File: config.mk
export PLATFORM = sky130hd
export DESIGN_NAME = mem_bus_ctrl
export DESIGN_NICKNAME = d
export VERILOG_FILES = /design/src/rtl/mem_bus_pkg.sv /design/src/rtl/mem_bus_arbiter.sv /design/src/rtl/mem_bus_ctrl.sv
export SDC_FILE = /design/constraint.sdc
export NUM_CORES = 1
export LEC_CHECK = 0
export CORE_ASPECT_RATIO = 0.5
export CORE_MARGIN = 2
export CORE_UTILIZATION = 38
export CTS_CLUSTER_DIAMETER = 80
export CTS_CLUSTER_SIZE = 24
export DETAILED_ROUTE_END_ITERATION = 10
export GPL_TIMING_DRIVEN = 0
export PLACE_DENSITY = 0.85
export RECOVER_POWER = 25
export SYNTH_ARGS = -nofsm -noshare
export SYNTH_HDL_FRONTEND = slang
export SYNTH_SLANG_ARGS = --single-unit
File: constraint.sdc
create_clock -name clk -period 2.2 [get_ports clk]
set_input_delay 0.66 -clock clk [delete_from_list [all_inputs] [get_ports clk]]
set_output_delay 0.66 -clock clk [all_outputs]
set_load 0.02 [all_outputs]
File: src/rtl/mem_bus_pkg.sv
// rtl/mem_bus_pkg.sv - shared state, T-state and arbitration constants for the memory bus controller
package mem_bus_pkg;

  // Controller states; one access walks T1..T4 in order
  localparam logic [2:0] ST_IDLE = 3'd0;
  localparam logic [2:0] ST_T1   = 3'd1;
  localparam logic [2:0] ST_T2   = 3'd2;
  localparam logic [2:0] ST_T3   = 3'd3;
  localparam logic [2:0] ST_T4   = 3'd4;

  // Values reported on t_cycle
  localparam logic [1:0] TC_T1 = 2'd0;
  localparam logic [1:0] TC_T2 = 2'd1;
  localparam logic [1:0] TC_T3 = 2'd2;
  localparam logic [1:0] TC_T4 = 2'd3;

  // Arbitration modes
  localparam int ARB_FIXED = 0;
  localparam int ARB_RR    = 1;

endpackage

File: src/rtl/mem_bus_arbiter.sv
// rtl/mem_bus_arbiter.sv - combinational one-hot arbiter, fixed priority or round-robin from a pointer
module mem_bus_arbiter
  import mem_bus_pkg::*;
#(
  parameter int NUM_MASTERS = 2,
  parameter int PTR_W       = 1
) (
  input  logic [NUM_MASTERS-1:0] i_req,
  input  logic [PTR_W-1:0]       i_ptr,
  input  logic                   i_rr,
  output logic [NUM_MASTERS-1:0] o_grant,
  output logic [PTR_W-1:0]       o_grant_idx,
  output logic                   o_valid
);

  int w_start;
  int w_dist;
  int w_best;

  // The requester closest to the search start (distance measured modulo NUM_MASTERS) wins;
  // fixed priority is simply a search that always starts at index 0.
  always_comb begin
    o_grant     = '0;
    o_grant_idx = '0;
    w_start     = i_rr ? int'(i_ptr) : 0;
    w_dist      = 0;
    w_best      = NUM_MASTERS;
    for (int i = 0; i < NUM_MASTERS; i++) begin
      if (i_req[i]) begin
        w_dist = i - w_start;
        if (w_dist < 0) w_dist = w_dist + NUM_MASTERS;
        if (w_dist < w_best) begin
          w_best      = w_dist;
          o_grant     = '0;
          o_grant[i]  = 1'b1;
          o_grant_idx = PTR_W'(i);
        end
      end
    end
    o_valid = |i_req;
  end

endmodule

File: src/rtl/mem_bus_ctrl.sv
// rtl/mem_bus_ctrl.sv - multi-master memory bus controller with fixed 4-clock T1..T4 accesses
module mem_bus_ctrl
  import mem_bus_pkg::*;
#(
  parameter int NUM_MASTERS = 2,
  parameter int ADDR_W      = 16,
  parameter int DATA_W      = 8,
  parameter int ARB_MODE    = 0
) (
  input  logic                          clk,
  input  logic                          rst,
  input  logic [NUM_MASTERS-1:0]        req,
  input  logic [NUM_MASTERS-1:0]        we,
  input  logic [NUM_MASTERS*ADDR_W-1:0] addr,
  input  logic [NUM_MASTERS*DATA_W-1:0] wdata,
  output logic [NUM_MASTERS-1:0]        gnt,
  output logic [NUM_MASTERS-1:0]        done,
  output logic [DATA_W-1:0]             rdata,
  output logic [ADDR_W-1:0]             mem_addr,
  output logic [DATA_W-1:0]             mem_wdata,
  input  logic [DATA_W-1:0]             mem_rdata,
  output logic                          mem_rd,
  output logic                          mem_wr,
  output logic [1:0]                    t_cycle,
  output logic                          busy
);

  localparam int PTR_W = (NUM_MASTERS > 1) ? $clog2(NUM_MASTERS) : 1;

  logic [2:0]             r_state;
  logic [NUM_MASTERS-1:0] r_gnt;
  logic [PTR_W-1:0]       r_owner;
  logic [PTR_W-1:0]       r_ptr;
  logic                   r_we_q;
  logic [DATA_W-1:0]      r_rdata;
  logic [ADDR_W-1:0]      r_mem_addr;
  logic [DATA_W-1:0]      r_mem_wdata;

  logic [NUM_MASTERS-1:0] w_arb_req;
  logic [PTR_W-1:0]       w_next_ptr;
  logic [PTR_W-1:0]       w_arb_ptr;
  logic [NUM_MASTERS-1:0] w_win;
  logic [PTR_W-1:0]       w_win_idx;
  logic                   w_win_valid;
  logic [ADDR_W-1:0]      w_sel_addr;
  logic [DATA_W-1:0]      w_sel_wdata;
  logic                   w_sel_we;

  // Pointer value the round-robin search uses once the current owner finishes
  assign w_next_ptr = (r_owner == PTR_W'(NUM_MASTERS - 1)) ? '0 : r_owner + 1'b1;

  // In T4 the owner is masked out and the search already starts past it, so the
  // back-to-back decision and the pointer update agree
  assign w_arb_req = (r_state == ST_T4) ? (req & ~r_gnt) : req;
  assign w_arb_ptr = (r_state == ST_T4) ? w_next_ptr : r_ptr;

  mem_bus_arbiter #(
    .NUM_MASTERS (NUM_MASTERS),
    .PTR_W       (PTR_W)
  ) u_arbiter (
    .i_req       (w_arb_req),
    .i_ptr       (w_arb_ptr),
    .i_rr        (ARB_MODE == ARB_RR),
    .o_grant     (w_win),
    .o_grant_idx (w_win_idx),
    .o_valid     (w_win_valid)
  );

  // Steer the winner's address, data and direction toward the latch
  always_comb begin
    w_sel_addr  = '0;
    w_sel_wdata = '0;
    w_sel_we    = 1'b0;
    for (int i = 0; i < NUM_MASTERS; i++) begin
      if (w_win[i]) begin
        w_sel_addr  = addr[i*ADDR_W +: ADDR_W];
        w_sel_wdata = wdata[i*DATA_W +: DATA_W];
        w_sel_we    = we[i];
      end
    end
  end

  // Access sequencer: grant and latch on entry to T1, capture read data leaving T3,
  // chain straight into the next access from T4 when another master is waiting
  always_ff @(posedge clk or negedge rst) begin
    if (!rst) begin
      r_state     <= ST_IDLE;
      r_gnt       <= '0;
      r_owner     <= '0;
      r_ptr       <= '0;
      r_we_q      <= 1'b0;
      r_rdata     <= '0;
      r_mem_addr  <= '0;
      r_mem_wdata <= '0;
    end else begin
      case (r_state)
        ST_IDLE: begin
          if (w_win_valid) begin
            r_state     <= ST_T1;
            r_gnt       <= w_win;
            r_owner     <= w_win_idx;
            r_we_q      <= w_sel_we;
            r_mem_addr  <= w_sel_addr;
            r_mem_wdata <= w_sel_wdata;
          end
        end
        ST_T1: r_state <= ST_T2;
        ST_T2: r_state <= ST_T3;
        ST_T3: begin
          r_state <= ST_T4;
          if (!r_we_q) r_rdata <= mem_rdata;
        end
        ST_T4: begin
          r_ptr <= w_next_ptr;
          if (w_win_valid) begin
            r_state     <= ST_T1;
            r_gnt       <= w_win;
            r_owner     <= w_win_idx;
            r_we_q      <= w_sel_we;
            r_mem_addr  <= w_sel_addr;
            r_mem_wdata <= w_sel_wdata;
          end else begin
            r_state <= ST_IDLE;
            r_gnt   <= '0;
          end
        end
        default: begin
          r_state <= ST_IDLE;
          r_gnt   <= '0;
        end
      endcase
    end
  end

  // T-state report decoded from the state register
  always_comb begin
    case (r_state)
      ST_T1:   t_cycle = TC_T1;
      ST_T2:   t_cycle = TC_T2;
      ST_T3:   t_cycle = TC_T3;
      ST_T4:   t_cycle = TC_T4;
      default: t_cycle = TC_T1;
    endcase
  end

  // Strobes and done are decoded from state, so reset clears them without waiting for a clock
  assign gnt       = r_gnt;
  assign done      = (r_state == ST_T4) ? r_gnt : '0;
  assign mem_rd    = ((r_state == ST_T2) || (r_state == ST_T3)) && !r_we_q;
  assign mem_wr    = ((r_state == ST_T2) || (r_state == ST_T3)) && r_we_q;
  assign busy      = (r_state != ST_IDLE);
  assign rdata     = r_rdata;
  assign mem_addr  = r_mem_addr;
  assign mem_wdata = r_mem_wdata;

endmodule

==> impl_metrics.ini <==
[status]
status = finished clean

[synth]
synth_cell_types = 27
syn-num-nets = 204
yosysWarnings = 0
synth-seq-cells = 38
synthCells = 142
syn-cell-area_um2 = 1780
seq_area_frac_synth_pct = 53.5
synth_area_per_cell_um2 = 12.5

[sta]
rsz0062_at_grt = no
worst_slack_ns = 0.0321
clock_skew_ns = 0.0121
fmax_mhz = 461
setup_viol = 0
finalHoldViolations = 0
max_slew_margin_pct = 37.8
slew_violations = 0
tightest_slew_ns = 0.933
period_share_pct = 98.5
period_minus_slack_ns = 2.17

[detailed_routing]
wl_per_cell_um = 17.9
wl_mm = 5.56
initialDrtViolationCount = 111
viasPerCell = 5.42
first_pass_iters = 4
ant_nets = 0
dr_total_vias = 1685
remaining_drc_errors = 0

[clocking]
cts_sinks = 38
root_buffer = clkbuf_8
ctsHoldBuffers = 0
cts_tree = yes
cts_inserted_buffers = 5
cts.clk_slew.worst_paths_ns = 0.09
cts_max_path_buffers = 2
htreeDepth = 2
worstSkewPairLatency_ns = 0.29

[setup_path]
cp.arrival_ns = 1.51
worst-r2r-setup-slack_ns = 0.28
critPathCaptureType = primary output
rr_endpoint = mem_addr[13]
crit_fanout = 10
reg2reg_from = r_state[1]
ff2ff_path_depth = 5
required_ns = 1.54
worst-setup-path-type = reg2out
cp-start-kind = register

[floorplanning]
io-pin-count = 103
die_x_um = 101
num_rows = 17
initial_utilization_pct = 40.0
die_h_um = 52.4
die_area_um2 = 5270
fp.coreArea_um2 = 4450

[place]
hpwl_mm = 4.03
globalplace.congestion = 0.814
dp_worst_setup_slack_ns = -0.350
port_buffers = 102

[power]
p_per_area_nw_per_um2 = 1420
finalPower_uw = 4250
vdd_ir_drop_max_mv = 0.684
p_leak_uw = 0.00123

[final_layout]
diodes = 0
filler_cell_count = 320
seq_area_um2 = 951
multi_input_area_um2 = 744
drive_above_1_share_pct = 12.6
nets = 315
area_delta_synth_final_pct = 68.0

[grt]
grt_pass1_wl_mm = 8.48
grt-ovfl-total = 0
gr-usage-all-layers_pct = 21.2
grt_pass1_vias = 1669
antenna_found_initial = 0
grt_max_degree = 39

[flow_run]
cap_violations = 0

[hold_path]
min_path_type = in2async
[critical path, cell delays in order (launching register included)]
cell           delay, ns
dfrtp_1             0.43
buf_2               0.20
nor3b_1             0.24
dlygate4sd1_1       0.35
[metal layers]
metal	routed length, um	part of all wire, %	vias up	GRT usage (%)
met5	0	0	-	0
met4	61	1.1	0	5.94
met3	184	3.3	8	4.53
met2	2870	52	41	36.9
met1	2450	44	864	27.1
li1	-	-	772	-
[cells in the mapped netlist]
cell type	count	area [um2]
dfrtp_1	38	951
inv_1	2	7.51
nor3b_1	27	203
a221o_1	25	250
mux2i_1	1	10.0
o22a_4	1	17.5
nand2_1	4	15.0
or3b_1	1	8.76
and3b_1	1	8.76
nor3_1	3	15.0
o2111a_1	1	11.3
nand3b_1	1	7.51
or3_1	1	6.26
a21oi_1	1	5.00
a211o_1	1	8.76
a221oi_1	1	8.76
a21o_1	1	7.51
mux2_2	8	90.1
or3b_2	1	8.76
nor2_1	4	15.0
and2_1	2	12.5
xnor2_1	2	17.5
buf_2	2	10.0
clkbuf_1	6	22.5
buf_1	1	3.75
o21ai_0	2	10.0
buf_6	4	45.0
[cell families after synthesis]
| kind of cell | count (synthesis) | synth area share [%] |
|---|---|---|
| AND/OR/NAND/NOR | 45 | 16.9 |
| flip-flops | 38 | 53.5 |
| AO/OA/AOI/OAI | 33 | 18.0 |
| XOR/XNOR | 2 | 0.986 |
| multiplexers | 9 | 5.63 |
| buffers and inverters | 15 | 5.00 |
[how the worst max path moves through the flow]
stage / start / to
2_1_floorplan: req[0] / mem_addr[0]
3_3_place_gp: rst / rdata[0]
3_5_place_dp: req[1] / mem_addr[14]
4_1_cts: r_state[1] / busy
5_1_grt: req[0] / mem_addr[9]
6_report: r_state[2] / mem_rd
[what timing repair did]
action / 4_1_cts / 5_1_grt
gates cloned: 0 / 0
pin swaps: 1 / 0
resized for setup: 14 / 7
endpoints found under the setup margin: 27 / 5
setup buffers: 2 / 1
[power breakdown]
group | switching (uW) | total (uW) | internal [uW]
Sequential | 221 | 1260 | 1030
Clock | 261 | 598 | 337
Combinational | 1180 | 2390 | 1220
[stage by stage]
stage                     utilization, %  hold WS (ns)  TNS [ns]  instance area [um2]  instances
after CTS                           67.2         0.486         0                 2990        310
after global placement              64.5         0.488    -21.49                 2870        301
after floorplan                        -         0.364         0                 1780        142
after global routing                67.2         0.521         0                 2990        311
after detailed placement            64.4         0.494     -7.54                 2860        301
final                               67.2         0.487         0                 2990        311
[state kept, by name, indices dropped and copies added, names as in the netlist]
register   count
mem_wdata      8
mem_addr      16
r_we_q         1
gnt            2
rdata          8
r_state        3
[cell type report]
class                           instances  area share [%]
Clock buffer                            5            2.31
Tap cell                               57            2.39
Timing Repair Buffer                  105            34.3
Sequential cell                        38            31.9
Inverter                                2           0.251
Buffer                                 12            2.47
Clock inverter                          3            1.51
Multi-Input combinational cell         89            24.9
[cell usage in the layout (no fill, tap or decap), types with 4 or more instances in the layout]
cell	Yosys	final
clkdlybuf4s50_1	0	94
dfrtp_1	38	38
clkbuf_8	0	5
nand2_1	4	4
clkbuf_1	6	6
nor3b_1	27	27
mux2_2	8	8
buf_4	0	4
a221o_1	25	25
(Power assumes the default switching activity.)
